`src/rtl/sub4_serial.sv`:
```
// Bit-serial subtractor: D = A - B - BI, one bit per clock, LSB first, registered borrow.
// Optional signed-overflow output ovf when SUB4_SERIAL_OVF_EN is defined.
//
// state   | meaning
// IDLE    | waiting for start; operands captured on accept
// SHIFT   | one difference bit per edge, WIDTH edges total
// DONE    | single-cycle done pulse, d/bo/ovf already loaded
module sub4_serial #(
  parameter int WIDTH = 4
) (
  input  logic             clk,
  input  logic             rst,
  input  logic             start,
  input  logic [WIDTH-1:0] a,
  input  logic [WIDTH-1:0] b,
  input  logic             bi,
  output logic             busy,
  output logic             done,
  output logic [WIDTH-1:0] d,
  output logic             bo
`ifdef SUB4_SERIAL_OVF_EN
  ,
  output logic             ovf
`endif
);

  localparam int CW = $clog2(WIDTH + 1);

  typedef enum logic [1:0] {
    S_IDLE,
    S_SHIFT,
    S_DONE
  } state_t;

  state_t           state_q, state_d;
  logic [WIDTH-1:0] sa_q, sa_d;
  logic [WIDTH-1:0] sb_q, sb_d;
  // Only WIDTH-1 bits are kept; the last bit goes straight into d on the final shift.
  logic [WIDTH-2:0] res_q, res_d;
  logic [WIDTH-1:0] d_q, d_d;
  logic             br_q, br_d;
  logic             bo_q, bo_d;
  logic [CW-1:0]    cnt_q, cnt_d;

  logic             x;
  logic             br_next;
  logic             last;
  logic [WIDTH-1:0] res_next;

`ifdef SUB4_SERIAL_OVF_EN
  logic amsb_q, amsb_d;
  logic bmsb_q, bmsb_d;
  logic ovf_q, ovf_d;
`endif

  always_comb begin
    state_d  = state_q;
    sa_d     = sa_q;
    sb_d     = sb_q;
    res_d    = res_q;
    d_d      = d_q;
    br_d     = br_q;
    bo_d     = bo_q;
    cnt_d    = cnt_q;
`ifdef SUB4_SERIAL_OVF_EN
    amsb_d   = amsb_q;
    bmsb_d   = bmsb_q;
    ovf_d    = ovf_q;
`endif
    x        = sa_q[0] ^ sb_q[0] ^ br_q;
    br_next  = (~sa_q[0] & sb_q[0]) | (~sa_q[0] & br_q) | (sb_q[0] & br_q);
    last     = (cnt_q == CW'(WIDTH - 1));
    res_next = {x, res_q};

    case (state_q)
      S_IDLE: begin
        if (start) begin
          sa_d    = a;
          sb_d    = b;
          br_d    = bi;
          cnt_d   = '0;
          res_d   = '0;
`ifdef SUB4_SERIAL_OVF_EN
          amsb_d  = a[WIDTH-1];
          bmsb_d  = b[WIDTH-1];
`endif
          state_d = S_SHIFT;
        end
      end
      S_SHIFT: begin
        sa_d  = sa_q >> 1;
        sb_d  = sb_q >> 1;
        res_d = res_next[WIDTH-1:1];
        br_d  = br_next;
        cnt_d = cnt_q + CW'(1);
        if (last) begin
          d_d     = res_next;
          bo_d    = br_next;
`ifdef SUB4_SERIAL_OVF_EN
          ovf_d   = (amsb_q ^ bmsb_q) & (amsb_q ^ x);
`endif
          state_d = S_DONE;
        end
      end
      S_DONE: begin
        state_d = S_IDLE;
      end
      default: begin
        state_d = S_IDLE;
      end
    endcase
  end

  always_ff @(posedge clk) begin
    if (rst) begin
      state_q <= S_IDLE;
      sa_q    <= '0;
      sb_q    <= '0;
      res_q   <= '0;
      d_q     <= '0;
      br_q    <= 1'b0;
      bo_q    <= 1'b0;
      cnt_q   <= '0;
`ifdef SUB4_SERIAL_OVF_EN
      amsb_q  <= 1'b0;
      bmsb_q  <= 1'b0;
      ovf_q   <= 1'b0;
`endif
    end else begin
      state_q <= state_d;
      sa_q    <= sa_d;
      sb_q    <= sb_d;
      res_q   <= res_d;
      d_q     <= d_d;
      br_q    <= br_d;
      bo_q    <= bo_d;
      cnt_q   <= cnt_d;
`ifdef SUB4_SERIAL_OVF_EN
      amsb_q  <= amsb_d;
      bmsb_q  <= bmsb_d;
      ovf_q   <= ovf_d;
`endif
    end
  end

  assign busy = (state_q != S_IDLE);
  assign done = (state_q == S_DONE);
  assign d    = d_q;
  assign bo   = bo_q;
`ifdef SUB4_SERIAL_OVF_EN
  assign ovf  = ovf_q;
`endif

endmodule
```
`config.mk`:
```
export PLATFORM = sky130hd
export DESIGN_NAME = sub4_serial
export DESIGN_NICKNAME = d
export VERILOG_FILES = /design/src/rtl/sub4_serial.sv
export SDC_FILE = /design/constraint.sdc
export NUM_CORES = 1
export LEC_CHECK = 0
export CAP_MARGIN = 20
export CORE_MARGIN = 3
export CORE_UTILIZATION = 45
export DETAILED_ROUTE_END_ITERATION = 8
export DONT_BUFFER_PORTS = 1
export REMOVE_ABC_BUFFERS = 1
export SYNTH_ARGS = -nofsm -noshare
export SYNTH_HDL_FRONTEND = slang
export SYNTH_SLANG_ARGS = --single-unit
```
`constraint.sdc`:
```
create_clock -name clk -period 1.6 [get_ports clk]
set_input_delay 0.24 -clock clk [delete_from_list [all_inputs] [get_ports clk]]
set_output_delay 0.24 -clock clk [all_outputs]
set_load 0.02 [all_outputs]
```
==> results of run 1 <==
metal layers:
metal  up-vias  share of wire [%]
met3         2                5.4
met2        17                 46
met5         -                  0
met4         0               0.53
met1       343                 48
li1        379                  -
worst paths after layout:
check	startpoint	endpoint	slack, ps
setup / recovery	state_q[0]$_SDFFE_PP0P_	busy	170
hold / removal	a[2]	sa_q[2]$_SDFFE_PP0P_	70
setup reg to reg	cnt_q[0]$_SDFFE_PP0P_	bo$_SDFFE_PP0P_	170
hold reg to reg	res_q[0]$_SDFFE_PP0P_	d[0]$_SDFFE_PP0P_	480
synth_stat cells:
master	count
dfxtp_1	22
nor2_1	14
inv_1	9
a21oi_1	7
a22oi_1	5
buf_6	5
nand2_1	5
a211oi_1	4
buf_2	4
nand3_1	4
o22ai_1	4
o21bai_1	3
a2bb2oi_1	2
ha_1	2
nand2b_1	2
o21ai_0	2
a21oi_2	1
a221oi_1	1
a221oi_2	1
a311oi_1	1
a311oi_2	1
and2b_1	1
fa_1	1
mux2i_1	1
nand3b_1	1
nor2b_1	1
nor3b_2	1
o21a_1	1
o221a_2	1
or3b_1	1
or3b_2	1
logic make-up after synthesis:
| family | after synthesis | share of synthesized area, % |
|---|---|---|
| multiplexers | 1 | 0.988 |
| flip-flops | 22 | 43.5 |
| AND/OR/NAND/NOR | 31 | 15.3 |
| adder cells (fa/ha/maj) | 3 | 4.44 |
| AO/OA/AOI/OAI | 34 | 24.9 |
| buffers and inverters | 18 | 10.9 |
timing repair:
action                                  CTS  global route
buffers inserted                          0             0
endpoints found under the hold margin    18             0
endpoints found under the setup margin    0             2
hold buffers                              1             0
resized for setup                         0             1
final cells by class:
cell class	instances	area [um^2]
Clock buffer	4	36.3
Multi-Input combinational cell	69	463
Timing Repair Buffer	3	25.0
Tap cell	27	33.8
Sequential cell	22	442
Fill cell	199	1010
Inverter	9	33.8
flip-flops by register name (all words and copies together), names as in the netlist:
| signal | flops |
|---|---|
| sb_q | 4 |
| bo | 1 |
| d | 4 |
| br_q | 1 |
| cnt_q | 3 |
| res_q | 3 |
| sa_q | 4 |
| state_q | 2 |
per-stage QoR:
stage	std cells	total power (W)	utilization [%]	instance area [um^2]	hold slack (ps)
floorplan	100	0.000689	-	937	308
detailed placement	129	0.000714	48.3	986	314
global placement	129	0.000712	48.3	986	312
CTS	134	0.00103	50.6	1030	61.4
finish	134	0.00102	50.6	1030	66.8
global route	134	0.00106	50.6	1030	62.8
where the power goes:
part / internal, W / leakage (nW) / switching [W]
registers: 0.000574 / 0.181 / 0.0000200
clock network: 0.000139 / 0.0210 / 0.000168
logic: 0.0000515 / 0.187 / 0.0000640
total: 0.000764 / 0.388 / 0.000252
==> results.yml, run 1 <==
synth:
  synthCells: 109
  ys_seq_elements: 22
  synth_top_cell_area_share_pct: 43.5
  ys_warn_count: 0
  yosysTopAreaCell: "dfxtp_1"
  yosysSeqAreaShare_pct: 43.5
  synth_area_leaders: "dfxtp_1 (43%), buf_6 (5.6%), nor2_1 (5.2%)"
  syn_area_per_cell_um2: 9.30
  ys_types: 31
  netlist_area_mm2: 0.00101
die:
  initial_core_util_pct: 49.6
  io_pins: 19
  num_rows: 16
  die_x_um: 53.5
  core_mm2: 0.00204
  die_h_um: 53.5
  die_area_mm2: 0.00286
global_route:
  grt_max_degree: 19
  grt_use_met3_pct: 3.66
  grt_pass1_wl_mm: 3.26
  use_met2_pct: 24.7
  track_usage_pct: 15.8
  overflow: 0
  antenna_found_initial: 0
  grt-busiest-layer: "met2"
  first_global_vias: 743
  grtUsageMet1_pct: 20.1
sta:
  worst_slack_ps: 171
  rsz0062_at_grt: "no"
  period_share_pct: 89.3
  fmax_mhz: 700
  fin_skew_ps: 2.68
  setup_viol: 0
  setup_tns_ps: 0
  fin_crit_ps: 1430
  timing.final.max_slew_violations: 0
  worstMarginPinSlew_ps: 802
  finalHoldViolations: 0
  maxSlewHeadroom_pct: 46.4
route:
  drc: 0
  first_iter_violations: 15
  firstDrtPassIters: 4
  wirelength_mm: 1.89
  vias_per_cell: 5.53
  ant_nets: 0
  via_count: 741
  post_drt_wl_per_cell_um: 14.1
setup_path:
  crit_cells: 3
  critPathBufInv: 2
  crit_path_cell_trace: "buf_4, inv_1, nand2_1"
  critPathTopFamily: "flip-flops"
  critPathLaunchType: "register"
  crit_fanout: 6
  worstPathArrival_ps: 1190
  reg2reg_depth: 5
  critPathKind: "register to primary output"
  cpMaxStageDelayCell: "dfxtp_1"
  required_ps: 1360
  crit_path_end_kind: "primary output"
  critPathMaxStageDelay_ps: 440
clocking:
  htree_levels: 1
  cts_buffer_depth: 2
  tritoncts: "done"
  root_buffer: "clkbuf_4"
  clk_latency_ps: 300
  clk_pin_slew_ps: 120
  clock_sinks: 22
  numCtsBuffers: 3
finish:
  layout_common_cells: "dfxtp_1 (21), nor2_1 (14), inv_1 (9)"
  drive_gt1_share_pct: 12.1
  final_common_cell: "dfxtp_1"
  finalNetCount: 123
  syn2layout_area_growth_pct: 1.98
  n_antenna_cell: 0
placed_design:
  routabilityCongestion: 0.672
  place_hpwl_mm: 1.32
  dp_worst_setup_slack_ps: 207
  io_buffers: 0
min_path:
  hold_class: "primary input to register"
  holdPathStages: 2
job:
  drv_cap: 0
pwr:
  leakage_nw: 0.388
  vdd_drop_max_mv: 0.612
  powerDensity_mw_per_mm2: 983
status:
  status: "finished clean"
Note: power is estimated with default switching activity, not from simulation.
==> run 2: changes to the inputs <==
REMOVE_ABC_BUFFERS = unset   (was 1)
==> run 2 against run 1 <==
Net effect: sequential power about the same; register-to-register slack improved by 40 ps; die area unchanged; flip-flop and latch count unchanged; first-iteration DRC count decreased by 67%; setup slack got worse by 12 ps; clock-buffer cell count unchanged; clock power decreased by 3%; sequential share of layout area decreased by 0.26 points.
==> results.yml, run 2 (synthesized netlist as in run 1, its figures left out) <==
pwr:
  vdd_drop_max_mv: 0.604
  powerDensity_mw_per_mm2: 971
  leakage_nw: 0.393
setup_path:
  reg2reg_depth: 4
  crit_path_cell_trace: "inv_1, nor2_2"
  crit_cells: 2
  worstPathArrival_ps: 1200
  required_ps: 1360
  crit_path_end_kind: "primary output"
  critPathTopFamily: "flip-flops"
  crit_fanout: 13
  critPathBufInv: 1
  cpMaxStageDelayCell: "dfxtp_2"
  critPathMaxStageDelay_ps: 470
  critPathKind: "register to primary output"
  critPathLaunchType: "register"
sta:
  period_share_pct: 90.0
  setup_viol: 0
  rsz0062_at_grt: "no"
  setup_tns_ps: 0
  worstMarginPinSlew_ps: 663
  fin_skew_ps: 2.77
  timing.final.max_slew_violations: 0
  finalHoldViolations: 0
  maxSlewHeadroom_pct: 55.6
  fin_crit_ps: 1440
  fmax_mhz: 694
job:
  drv_cap: 0
route:
  first_iter_violations: 5
  drc: 0
  wl_met3_um: 108
  via_count: 724
  post_drt_wl_per_cell_um: 13.9
  vias_per_cell: 5.40
  ant_nets: 0
  wirelength_mm: 1.86
  dr.max_layer_used: "met4"
  firstDrtPassIters: 3
  wl_met2_um: 790
  m1WireLength_um: 947
clocking:
  root_buffer: "clkbuf_4"
  numCtsBuffers: 3
  tritoncts: "done"
  clk_pin_slew_ps: 120
  clock_sinks: 22
  clk_latency_ps: 300
  cts_buffer_depth: 2
  htree_levels: 1
global_route:
  overflow: 0
  track_usage_pct: 15.6
  first_global_vias: 714
  grt_max_degree: 19
  grt_pass1_wl_mm: 3.27
  antenna_found_initial: 0
placed_design:
  place_area_um2: 986
  place_hpwl_mm: 1.31
  routabilityCongestion: 0.716
  io_buffers: 0
die:
  initial_core_util_pct: 49.6
  die_x_um: 53.5
  core_mm2: 0.00204
  num_rows: 16
  io_pins: 19
  die_area_mm2: 0.00286
  die_h_um: 53.5
finish:
  fin_area_mm2: 0.00104
  nFillCells: 205
  drive_gt1_share_pct: 14.0
  syn2layout_area_growth_pct: 2.59
  final_common_cell: "dfxtp_1"
  finalNetCount: 123
  ff_latch_area_um2: 442
  fin_util_pct: 50.9
  n_antenna_cell: 0
  multiInputGateArea_um2: 469
  layout_common_cells: "dfxtp_1 (21), nor2_1 (13), inv_1 (9)"
synth:
  synth_nets: 124
min_path:
  hold_class: "primary input to register"
  holdPathStages: 2
status:
  status: "finished clean"
-- run 2: cell count changes in the layout (fill, tap and decap cells not counted) --
| cell | previous run | this run |
|---|---|---|
| o21bai_2 | 0 | 1 |
| o21bai_1 | 3 | 2 |
| nor2_2 | 0 | 1 |
| nor2_1 | 14 | 13 |
-- run 2: what timing repair did --
item	in CTS	in global routing
buffers inserted	0	0
hold buffers	1	0
hold endpoints to repair	18	0
setup endpoints to repair	1	4
gates resized for setup	1	2
gates cloned	0	0
-- run 2: metrics by stage --
step / hold WS [ps] / worst slack, ps / cells / power [W]
3_5_place_dp: 314 / 188 / 129 / 0.000714
4_1_cts: 64.7 / 64.9 / 134 / 0.00102
2_1_floorplan: 384 / 348 / 109 / 0.000712
3_3_place_gp: 313 / 240 / 129 / 0.000712
6_report: 71.9 / 160 / 134 / 0.00101
5_1_grt: 55.1 / 51.5 / 134 / 0.00107
-- run 2: layout make-up --
class                      count  area share [%]
multi-input combinational     69            45.1
sequential                    22            42.5
clock buffer                   4            3.49
inverter                       9            3.25
tap                           27            3.25
timing repair buffer           3            2.41
-- run 2: worst paths after layout --
check	start	slack, ps	endpoint
max	state_q[1]$_SDFFE_PP0P_	160	done
min	a[2]	70	sa_q[2]$_SDFFE_PP0P_
min reg2reg	sa_q[2]$_SDFFE_PP0P_	470	sa_q[2]$_SDFFE_PP0P_
max reg2reg	sa_q[0]$_SDFFE_PP0P_	210	res_q[2]$_SDFFE_PP0P_
-- run 2: worst reg2reg max path, delay by kind of cell, from the launching register on --
kind	cells	cell delay, ps
adders and majority gates	1	580
DFF	1	380
AOI/OAI and AO/OA	1	180
buffers and inverters	1	70
and+or+nand+nor	1	50
-- run 2: where the power goes --
| group | switching, W | internal (W) |
|---|---|---|
| clock network | 0.000160 | 0.000139 |
| registers | 0.0000205 | 0.000574 |
| logic | 0.0000640 | 0.0000528 |
-- run 2: per-layer routing --
metal / track usage [%] / up-vias
li1: - / 377
met1: 21.1 / 328
met2: 22.7 / 17
met3: 7.04 / 2
met4: 2.55 / 0
met5: 0 / -
